## config.mk

```make
export PLATFORM = sky130hd
export DESIGN_NAME = uart_word_tx_arbiter
export DESIGN_NICKNAME = d
export VERILOG_FILES = /design/src/rtl/uart_word_tx_arbiter.sv
export SDC_FILE = /design/constraint.sdc
export NUM_CORES = 1
export LEC_CHECK = 0
export CAP_MARGIN = 20
export CELL_PAD_IN_SITES_DETAIL_PLACEMENT = 0
export CELL_PAD_IN_SITES_GLOBAL_PLACEMENT = 1
export CORE_MARGIN = 1.5
export CORE_UTILIZATION = 29
export CTS_CLUSTER_DIAMETER = 100
export CTS_CLUSTER_SIZE = 25
export DETAILED_ROUTE_END_ITERATION = 10
export PLACE_DENSITY = 0.86
export SLEW_MARGIN = 20
export SYNTH_ARGS = -nofsm -noshare
export SYNTH_HDL_FRONTEND = slang
export SYNTH_SLANG_ARGS = --single-unit
```

## constraint.sdc

```tcl
create_clock -name CLK -period 1.39 [get_ports CLK]
set_input_delay 0.278 -clock CLK [delete_from_list [all_inputs] [get_ports CLK]]
set_output_delay 0.278 -clock CLK [all_outputs]
set_load 0.03 [all_outputs]
```

## src/rtl/uart_word_tx_arbiter.sv

```systemverilog
// uart_word_tx_arbiter: round-robin arbiter that shares one byte-wide UART
// transmitter among NUM_REQ requesters and sends each granted W_D-bit word
// least-significant byte first over the transmitter's WE/READY handshake.
//
// Parameters:
//   NUM_REQ    number of requesters (1..8)
//   W_D        word width in bits (multiple of 8)
//
// Ports:
//   CLK         clock
//   RST         synchronous, active-high reset
//   REQ         level request per requester
//   REQ_DATA    word of requester i at [i*W_D +: W_D], sampled at grant only
//   GRANT       one-hot, requester currently being served
//   DONE        one-cycle pulse once the served word's last byte has left
//   BUSY        high whenever the FSM is not idle
//   UART_DATA   byte presented to the transmitter
//   UART_WE     write enable to the transmitter
//   UART_READY  transmitter idle flag
//
// Optional feature (macro UART_ARB_HEADER_EN): each word is preceded by a
// header byte 8'hA0 | requester index, sent with the same handshake.

module uart_word_tx_arbiter #(
    parameter int NUM_REQ = 2,
    parameter int W_D     = 32
) (
    input  logic                   CLK,
    input  logic                   RST,
    input  logic [NUM_REQ-1:0]     REQ,
    input  logic [NUM_REQ*W_D-1:0] REQ_DATA,
    output logic [NUM_REQ-1:0]     GRANT,
    output logic [NUM_REQ-1:0]     DONE,
    output logic                   BUSY,
    output logic [7:0]             UART_DATA,
    output logic                   UART_WE,
    input  logic                   UART_READY
);

    localparam int BYTES = W_D / 8;
`ifdef UART_ARB_HEADER_EN
    localparam int NBYTES = BYTES + 1;
`else
    localparam int NBYTES = BYTES;
`endif
    localparam int IW = (NUM_REQ > 1) ? $clog2(NUM_REQ) : 1;
    localparam int CW = $clog2(NBYTES + 1);

    localparam logic [CW-1:0] LAST_CNT = CW'(NBYTES - 1);
    localparam logic [IW:0]   NREQ     = (IW + 1)'(NUM_REQ);
    localparam logic [IW-1:0] LAST_IDX = IW'(NUM_REQ - 1);

    typedef enum logic [1:0] {
        S_IDLE,
        S_SEND,
        S_HOLD,
        S_FIN
    } state_t;

    state_t             state_q, state_d;
    logic [IW-1:0]      ptr_q, ptr_d;
    logic [IW-1:0]      idx_q, idx_d;
    logic [W_D-1:0]     buf_q, buf_d;
    logic [CW-1:0]      cnt_q, cnt_d;
    logic [NUM_REQ-1:0] grant_q, grant_d;
    logic [NUM_REQ-1:0] done_q, done_d;
    logic               busy_q, busy_d;
    logic               we_q, we_d;
    logic [7:0]         data_q, data_d;

    // Round-robin pick: first set REQ bit scanning upward from ptr_q.
    // cand is one bit wider so ptr + offset can wrap without overflow.
    logic [IW:0]   cand;
    logic          win_found;
    logic [IW-1:0] win_idx;

    always_comb begin
        cand      = '0;
        win_found = 1'b0;
        win_idx   = '0;
        for (int i = 0; i < NUM_REQ; i++) begin
            cand = {1'b0, ptr_q} + (IW + 1)'(i);
            if (cand >= NREQ) begin
                cand = cand - NREQ;
            end
            if (!win_found && REQ[cand[IW-1:0]]) begin
                win_found = 1'b1;
                win_idx   = cand[IW-1:0];
            end
        end
    end

    // Byte selection: the header byte, when present, occupies slot 0 and
    // does not consume the shift buffer.
    logic [7:0] tx_byte;
    logic       shift_en;

`ifdef UART_ARB_HEADER_EN
    logic       hdr_slot;
    assign hdr_slot = (cnt_q == '0);
    assign tx_byte  = hdr_slot ? (8'hA0 | 8'(idx_q)) : buf_q[7:0];
    assign shift_en = !hdr_slot;
`else
    assign tx_byte  = buf_q[7:0];
    assign shift_en = 1'b1;
`endif

    always_comb begin
        state_d = state_q;
        ptr_d   = ptr_q;
        idx_d   = idx_q;
        buf_d   = buf_q;
        cnt_d   = cnt_q;
        grant_d = grant_q;
        done_d  = '0;
        busy_d  = busy_q;
        we_d    = we_q;
        data_d  = data_q;
        unique case (state_q)
            S_IDLE: begin
                if (win_found) begin
                    buf_d            = REQ_DATA[int'(win_idx) * W_D +: W_D];
                    idx_d            = win_idx;
                    grant_d          = '0;
                    grant_d[win_idx] = 1'b1;
                    cnt_d            = '0;
                    busy_d           = 1'b1;
                    state_d          = S_SEND;
                end
            end
            S_SEND: begin
                if (UART_READY) begin
                    we_d    = 1'b1;
                    data_d  = tx_byte;
                    state_d = S_HOLD;
                end
            end
            S_HOLD: begin
                // READY falling means the transmitter has taken the byte.
                if (!UART_READY) begin
                    we_d  = 1'b0;
                    cnt_d = cnt_q + CW'(1);
                    if (shift_en) begin
                        buf_d = buf_q >> 8;
                    end
                    state_d = (cnt_q == LAST_CNT) ? S_FIN : S_SEND;
                end
            end
            S_FIN: begin
                // READY rising again means the last stop bit is out.
                if (UART_READY) begin
                    done_d  = grant_q;
                    grant_d = '0;
                    busy_d  = 1'b0;
                    ptr_d   = (idx_q == LAST_IDX) ? '0 : idx_q + IW'(1);
                    state_d = S_IDLE;
                end
            end
            default: begin
                state_d = S_IDLE;
            end
        endcase
    end

    always_ff @(posedge CLK) begin
        if (RST) begin
            state_q <= S_IDLE;
            ptr_q   <= '0;
            idx_q   <= '0;
            buf_q   <= '0;
            cnt_q   <= '0;
            grant_q <= '0;
            done_q  <= '0;
            busy_q  <= 1'b0;
            we_q    <= 1'b0;
            data_q  <= '0;
        end else begin
            state_q <= state_d;
            ptr_q   <= ptr_d;
            idx_q   <= idx_d;
            buf_q   <= buf_d;
            cnt_q   <= cnt_d;
            grant_q <= grant_d;
            done_q  <= done_d;
            busy_q  <= busy_d;
            we_q    <= we_d;
            data_q  <= data_d;
        end
    end

    assign GRANT     = grant_q;
    assign DONE      = done_q;
    assign BUSY      = busy_q;
    assign UART_WE   = we_q;
    assign UART_DATA = data_q;

endmodule

```

Word level (Yosys, flattened, before mapping)
Index checks and enable logic that the tools add are counted.
{ "word_totals": {"register_bits": 53, "in_bits": 69, "output_inout_bits": 14} }
{ "op_classes": {"n_eq_ne": 8, "reduce_logical": 15, "n_bitwise": 2, "n_mux": 33, "order_cmp": 6, "shift": 1, "n_addsub": 5} }
{ "op_table": {"columns": ["cell", "count"], "rows": [
  ["two-way mux 32 bit", 2],
  ["one-hot mux 32 bit (2 select lines)", 1],
  ["variable part select 64 x 7 -> 32 bit", 1],
  ["two-way mux 1 bit", 16],
  ["two-way mux 2 bit", 6],
  ["AND reduction 3 bit", 3],
  ["!= test 2 bit, second input constant", 4],
  ["one-hot mux 2 bit (4 select lines)", 1],
  ["< comparator 1 x 2 -> 1 bit, second input constant", 3],
  ["two-way mux 3 bit", 2],
  ["one-hot mux 3 bit (2 select lines)", 1],
  ["AND reduction 2 bit", 3],
  ["nonzero test 2 bit", 3],
  ["equality test 2 bit, second input constant", 2],
  ["one-hot mux 1 bit (2 select lines)", 2],
  ["one-hot mux 2 bit (2 select lines)", 1],
  ["AND reduction 4 bit", 1],
  ["adder 3 x 1 -> 3 bit, second input constant", 1],
  ["equality test 3 x 2 -> 1 bit, second input constant", 1],
  ["OR reduction 3 bit", 1],
  ["adder 1 x 1 -> 2 bit, second input constant", 1],
  ["equality test 2 x 1 -> 1 bit, second input constant", 1],
  [">= comparator 1 x 2 -> 1 bit, second input constant", 1],
  [">= comparator 2 bit, second input constant", 1],
  ["8 further kinds", 11]
]} }

Longest topological paths before layout
{ "depth": {"ltp_word": 14, "depth_mapped": 6} }

Worst setup path after synthesis
OpenSTA, ideal clock, no wires.
{ "synth_timing": {"path_type": "input port to flip-flop", "startpoint": "input REQ[1]", "endpoint": "register buf_q[0]", "n_path_buf": 2, "slack_ns": 0.044, "required_time_ns": 1.289, "setup_time_ns": 0.101, "arrival_ns": 1.245, "stages": 6, "path_cell_list": "buf_4 or3_1 a21oi_2 buf_4 nand2_1 o41ai_1"} }
{ "synth_between": {"elab_chain_len": 9, "word_cells_on_any_way": 15, "classes_between": "1 x eq/ne; 1 x shift; 10 x mux; 3 x reduce/logical"} }
{ "synth_rtl": {"columns": ["item", "line_no", "text"], "rows": [
  ["from (decl)", "30", "input logic [NUM_REQ-1:0] REQ,"],
  ["two-way mux 1 bit (implied by the code) (2 in a row)", "86", "if (!win_found && REQ[cand[IW-1:0]]) begin"],
  ["two-way mux 1 bit", "86", null],
  ["zero test 1 bit", "86", null],
  ["logical AND 1 bit", "86", null],
  ["two-way mux 1 bit", "86", null],
  ["variable part select 64 x 7 -> 32 bit", "122", "buf_d = REQ_DATA[int'(win_idx) * W_D +: W_D];"],
  ["two-way mux 32 bit", "121", "if (win_found) begin"],
  ["one-hot mux 32 bit (2 select lines)", "119", "unique case (state_q)"],
  ["to (signal assigned)", "181", "buf_q <= buf_d;"],
  ["to (decl)", "63", "logic [W_D-1:0] buf_q, buf_d;"]
]} }
Several ways; a longest one is shown, not always the timed one. The select of a mux whose other input is x is not followed.
A chain may end at the register's enable or synchronous reset.

Final worst setup path
{ "layout_timing": {"startpoint": "register state_q[1]", "endpoint": "register buf_q[16]"} }
{ "layout_between": {"elab_chain_len": 3, "word_cells_on_any_way": 7, "classes_between": "3 x eq/ne; 1 x mux; 3 x reduce/logical"} }
{ "layout_rtl": {"columns": ["item", "line_no", "text"], "rows": [
  ["from (decl)", "60", "state_t state_q, state_d;"],
  ["from (signal assigned)", "178", "state_q <= state_d;"],
  ["equality test 2 bit or zero test 2 bit (tied branches)", "119", null],
  ["!= test 2 bit (no source line) or nonzero test 2 bit (tied branches)", null, null],
  ["AND reduction 3 bit (no source line)", null, null]
]} }
Several ways; a longest one is shown, not always the timed one.

==> key figures <==
Setup path
  • Setup crit end kind: flip-flop
  • Crit-path max FO: 8
  • Critical path class: flip-flop to flip-flop
  • Crit path launch type: flip-flop
  • Worst EP required: around 1.6 ns
  • FF-to-FF Start: state_q[1]
  • Critical path arrival: between 1.5 and 2 ns
  • Crit. Startpoint: state_q[1]

Power
  • Static Leakage: 1.620 nW
  • PwrDens: 887.0 mW/mm2
  • Power share of the clock group: around a quarter
  • Sequential Power Share: between 40% and 50%
  • Sw frac: just under 30%
  • Combinational share of power: 27.4%
  • VDD IR max: ~0.41 mV
  • NetSw: 0.001029 W
  • Internal cell power: about 0.0025 W

Synth
  • Distinct cells, synth: 32
  • Synth Area in Compound Gates: 32.08%
  • YS warnings: 0
  • XOR/XNOR share of the synthesized area: 0%
  • Dominant cell type by area after synthesis: dfxtp_1
  • Synth Area in Adders: around 1.0%
  • Post-synthesis cell area: around 0.0025 mm2
  • Largest family of logic cells by synthesized area: compound AO/OA/AOI/OAI gates
  • #FFs+latches synth: 53
  • Synthesized Nets: 376
  • Mapped Cells: 305
  • Avg Cell Area, Syn: 8.159 um2
  • Post-synth ARST share: 0%
  • Top post-synthesis cells by area: dfxtp_1, a21oi_1, nand2_1
  • EDFF count, synth: 0
  • Post-synthesis mux area share: under 10%
  • Most used DFF post-synth: dfxtp_1
  • Post-synth top area share: a little over two fifths
  • Simple-gate portion of the synthesized area: ~15%
  • Post-synthesis sequential area ratio: ~43%

Clock tree
  • CTS tree: built
  • Root Driver: clkbuf_8
  • H-tree levels: 2
  • Clock Latency Late Sink: between 0.3 and 0.4 ns
  • Clock transition at the registers of the reported paths: about 0.090 ns
  • Cts bufs inserted: 5
  • Clock Sinks: between 50 and 60
  • Hold_buf cts: 0
  • Max Root-Sink Buffers: 2

Die
  • # rows: 33
  • Starting Density: 30.14%
  • Die H: about 96 um
  • Die area: just over 0.009 mm2
  • Core area: 0.008258 mm2
  • Die Wd: ~96 um
  • IO Count: slightly above 80

GRT
  • Number of global-route vias before repair: about 2400
  • Met1 Use GR: between 20% and 30%
  • Global route total overflow: 0
  • Layer with the highest usage: met2
  • Antenna violations before repair: 0
  • Largest net degree at the start of global routing: 30
  • Total GRT Usage: between 10% and 20%
  • Routing usage on met3: ~3.5%
  • M2 GR Usage: between 20% and 30%
  • Global-route wire length before repair: 11470 um

Placed design
  • DP HPWL: ~4800 um
  • Dpl ws: -0.4646 ns
  • Dpl cell area: 0.003536 mm2
  • Port bufs: 82
  • Placer Congestion: about 0.78

STA
  • Final WS setup: -0.09699 ns
  • Post-layout min period: 1.487 ns
  • Max-slew headroom: 72.79%
  • Worst slew pin tran: 0.4073 ns
  • Final Hold Fails: 0
  • Final period util: 107.0%
  • Final hold slack: 0.4530 ns
  • Setup-failing EPs final: 34
  • Slew Viols, Final: 0
  • RSZ-0062 raised after global routing: true
  • Clock skew: 0.002905 ns
  • Max Freq: ~670 MHz

Final layout
  • Fraction of layout cells with a size suffix above 1: 26.75%
  • Filler cell count in the final layout: about 800
  • Area growth from synthesis to layout: 60.83%
  • Antenna Cells: 0
  • Layout net count: 470
  • Register Area: between 0.001 and 0.0015 mm2
  • Post-route core utilization: slightly below 50%
  • Area occupied by multi-input gates: approximately 0.0015 mm2
  • Final instance area: approximately 0.0040 mm2

Hold path
  • Worst Hold Class: flip-flop to flip-flop
  • HP Start: buf_q[30]

Outcome
  • Violated checks: setup timing
  • Outcome: finished with violations

Routing
  • WL/cell: roughly 15 um
  • Via density: ~5.1
  • Post-Route WL: 7537 um
  • DRT Pass-1 Iters: 5
  • DR iter-0 viols: about 140
  • Antenna-violating nets left: 0
  • DRC viols: 0
  • Routed via count: around 2600

Run
  • Max Cap Viol: 0
metal layers:
metal,part of all wire [%],vias to the layer above
li1,-,1288
met1,45,1210
met2,49,80
met3,5.1,5
met4,0.84,0
met5,0,-
critical path, cell delays in order (launching register included):
cell,delay (ns)
dfxtp_4,0.35
buf_6,0.12
or3_4,0.35
a21oi_4,0.27
buf_6,0.20
nand2_1,0.07
o31ai_1,0.05
registers in the layout, indices dropped and copies added, names as in the netlist:
signal and cells:
UART_WE 1, idx_q 1, GRANT 2, DONE 2, state_q 2, buf_q 32
cnt_q 3, UART_DATA 8, BUSY 1, ptr_q 1
synth_stat cells (2+ instances only):
library cell,count
a21oi_1,66
nand2_1,54
dfxtp_1,53
o31ai_1,23
a31o_2,18
buf_2,13
clkbuf_1,12
nor2_1,9
mux2i_1,8
o21ai_1,8
a31o_1,6
buf_4,4
nand3_1,3
ha_1,2
inv_1,2
nand2b_1,2
nor2b_1,2
nor3_1,2
nor3b_1,2
nor4b_1,2
or2_2,2
or3_1,2
layout by cell type (no fill, tap or decap), types with 2 or more instances in the layout:
master and instances:
a31o_1 6, o31ai_2 9, dfxtp_4 2, nand2_2 13
a21oi_4 2, clkbuf_16 2, nor2_1 8, buf_6 5
buf_4 18, buf_12 7, nor3b_1 2, nand3_1 3
or2_4 2, or3_4 3, nor2b_4 2, dlygate4sd2_1 14
clkdlybuf4s50_1 66, nand2_1 39, inv_1 2, clkbuf_8 5
o21ai_1 7, nand2_4 3, o31ai_1 13, ha_1 2
a21oi_2 4, dfxtp_1 51, mux2i_1 8, nand2b_4 2
a31o_2 18, a21oi_1 61, nor3_1 2
cell type report:
type,count,area share (%)
Sequential cell,53,26.70
Multi-Input combinational cell,222,37.64
Tap cell,105,3.282
Clock buffer,6,1.813
Timing Repair Buffer,115,30.04
Inverter,2,0.1876
Clock inverter,2,0.3439
cells by family after synthesis:
| kind of cell | count (synthesis) |
|---|---|
| AO/OA/AOI/OAI | 127 |
| AND/OR/NAND/NOR | 84 |
| flip-flops | 53 |
| buffers and inverters | 31 |
| multiplexers | 8 |
| adder cells (fa/ha/maj) | 2 |
power by group through the flow:
stage          logic, W  registers [W]  clock network [W]
3_5_place_dp   0.000811        0.00173                  0
6_report       0.000973        0.00171           0.000863
2_1_floorplan  0.000393        0.00175                  0
5_1_grt         0.00105        0.00173           0.000968
3_3_place_gp   0.000801        0.00173                  0
4_1_cts        0.000899        0.00171           0.000892
repair_timing:
action                                  in CTS  in global routing
endpoints found under the setup margin      50                 42
endpoints found under the hold margin        0                  0
cloned                                       3                  2
buffers inserted                             7                  4
resized for setup                           48                 36
pin swaps                                   12                  7
worst paths after layout:
kind         slack [ns]  depth (start not counted)   endpoint
min                0.45                          2  buf_q[30]
max                -0.1                          6  buf_q[16]
min reg2reg        0.45                          2  buf_q[30]
max reg2reg        -0.1                          6  buf_q[16]
per-stage QoR:
| stage | power, W | setup TNS [ns] | cells |
|---|---|---|---|
| 5_1_grt | 0.003750 | -3.732 | 505 |
| 3_3_place_gp | 0.002530 | -16.27 | 484 |
| 6_report | 0.003550 | -2.238 | 505 |
| 2_1_floorplan | 0.002148 | 0 | 305 |
| 4_1_cts | 0.003498 | -5.268 | 502 |
| 3_5_place_dp | 0.002543 | -17.42 | 484 |
No activity file was read; power rests on OpenSTA's default activity.
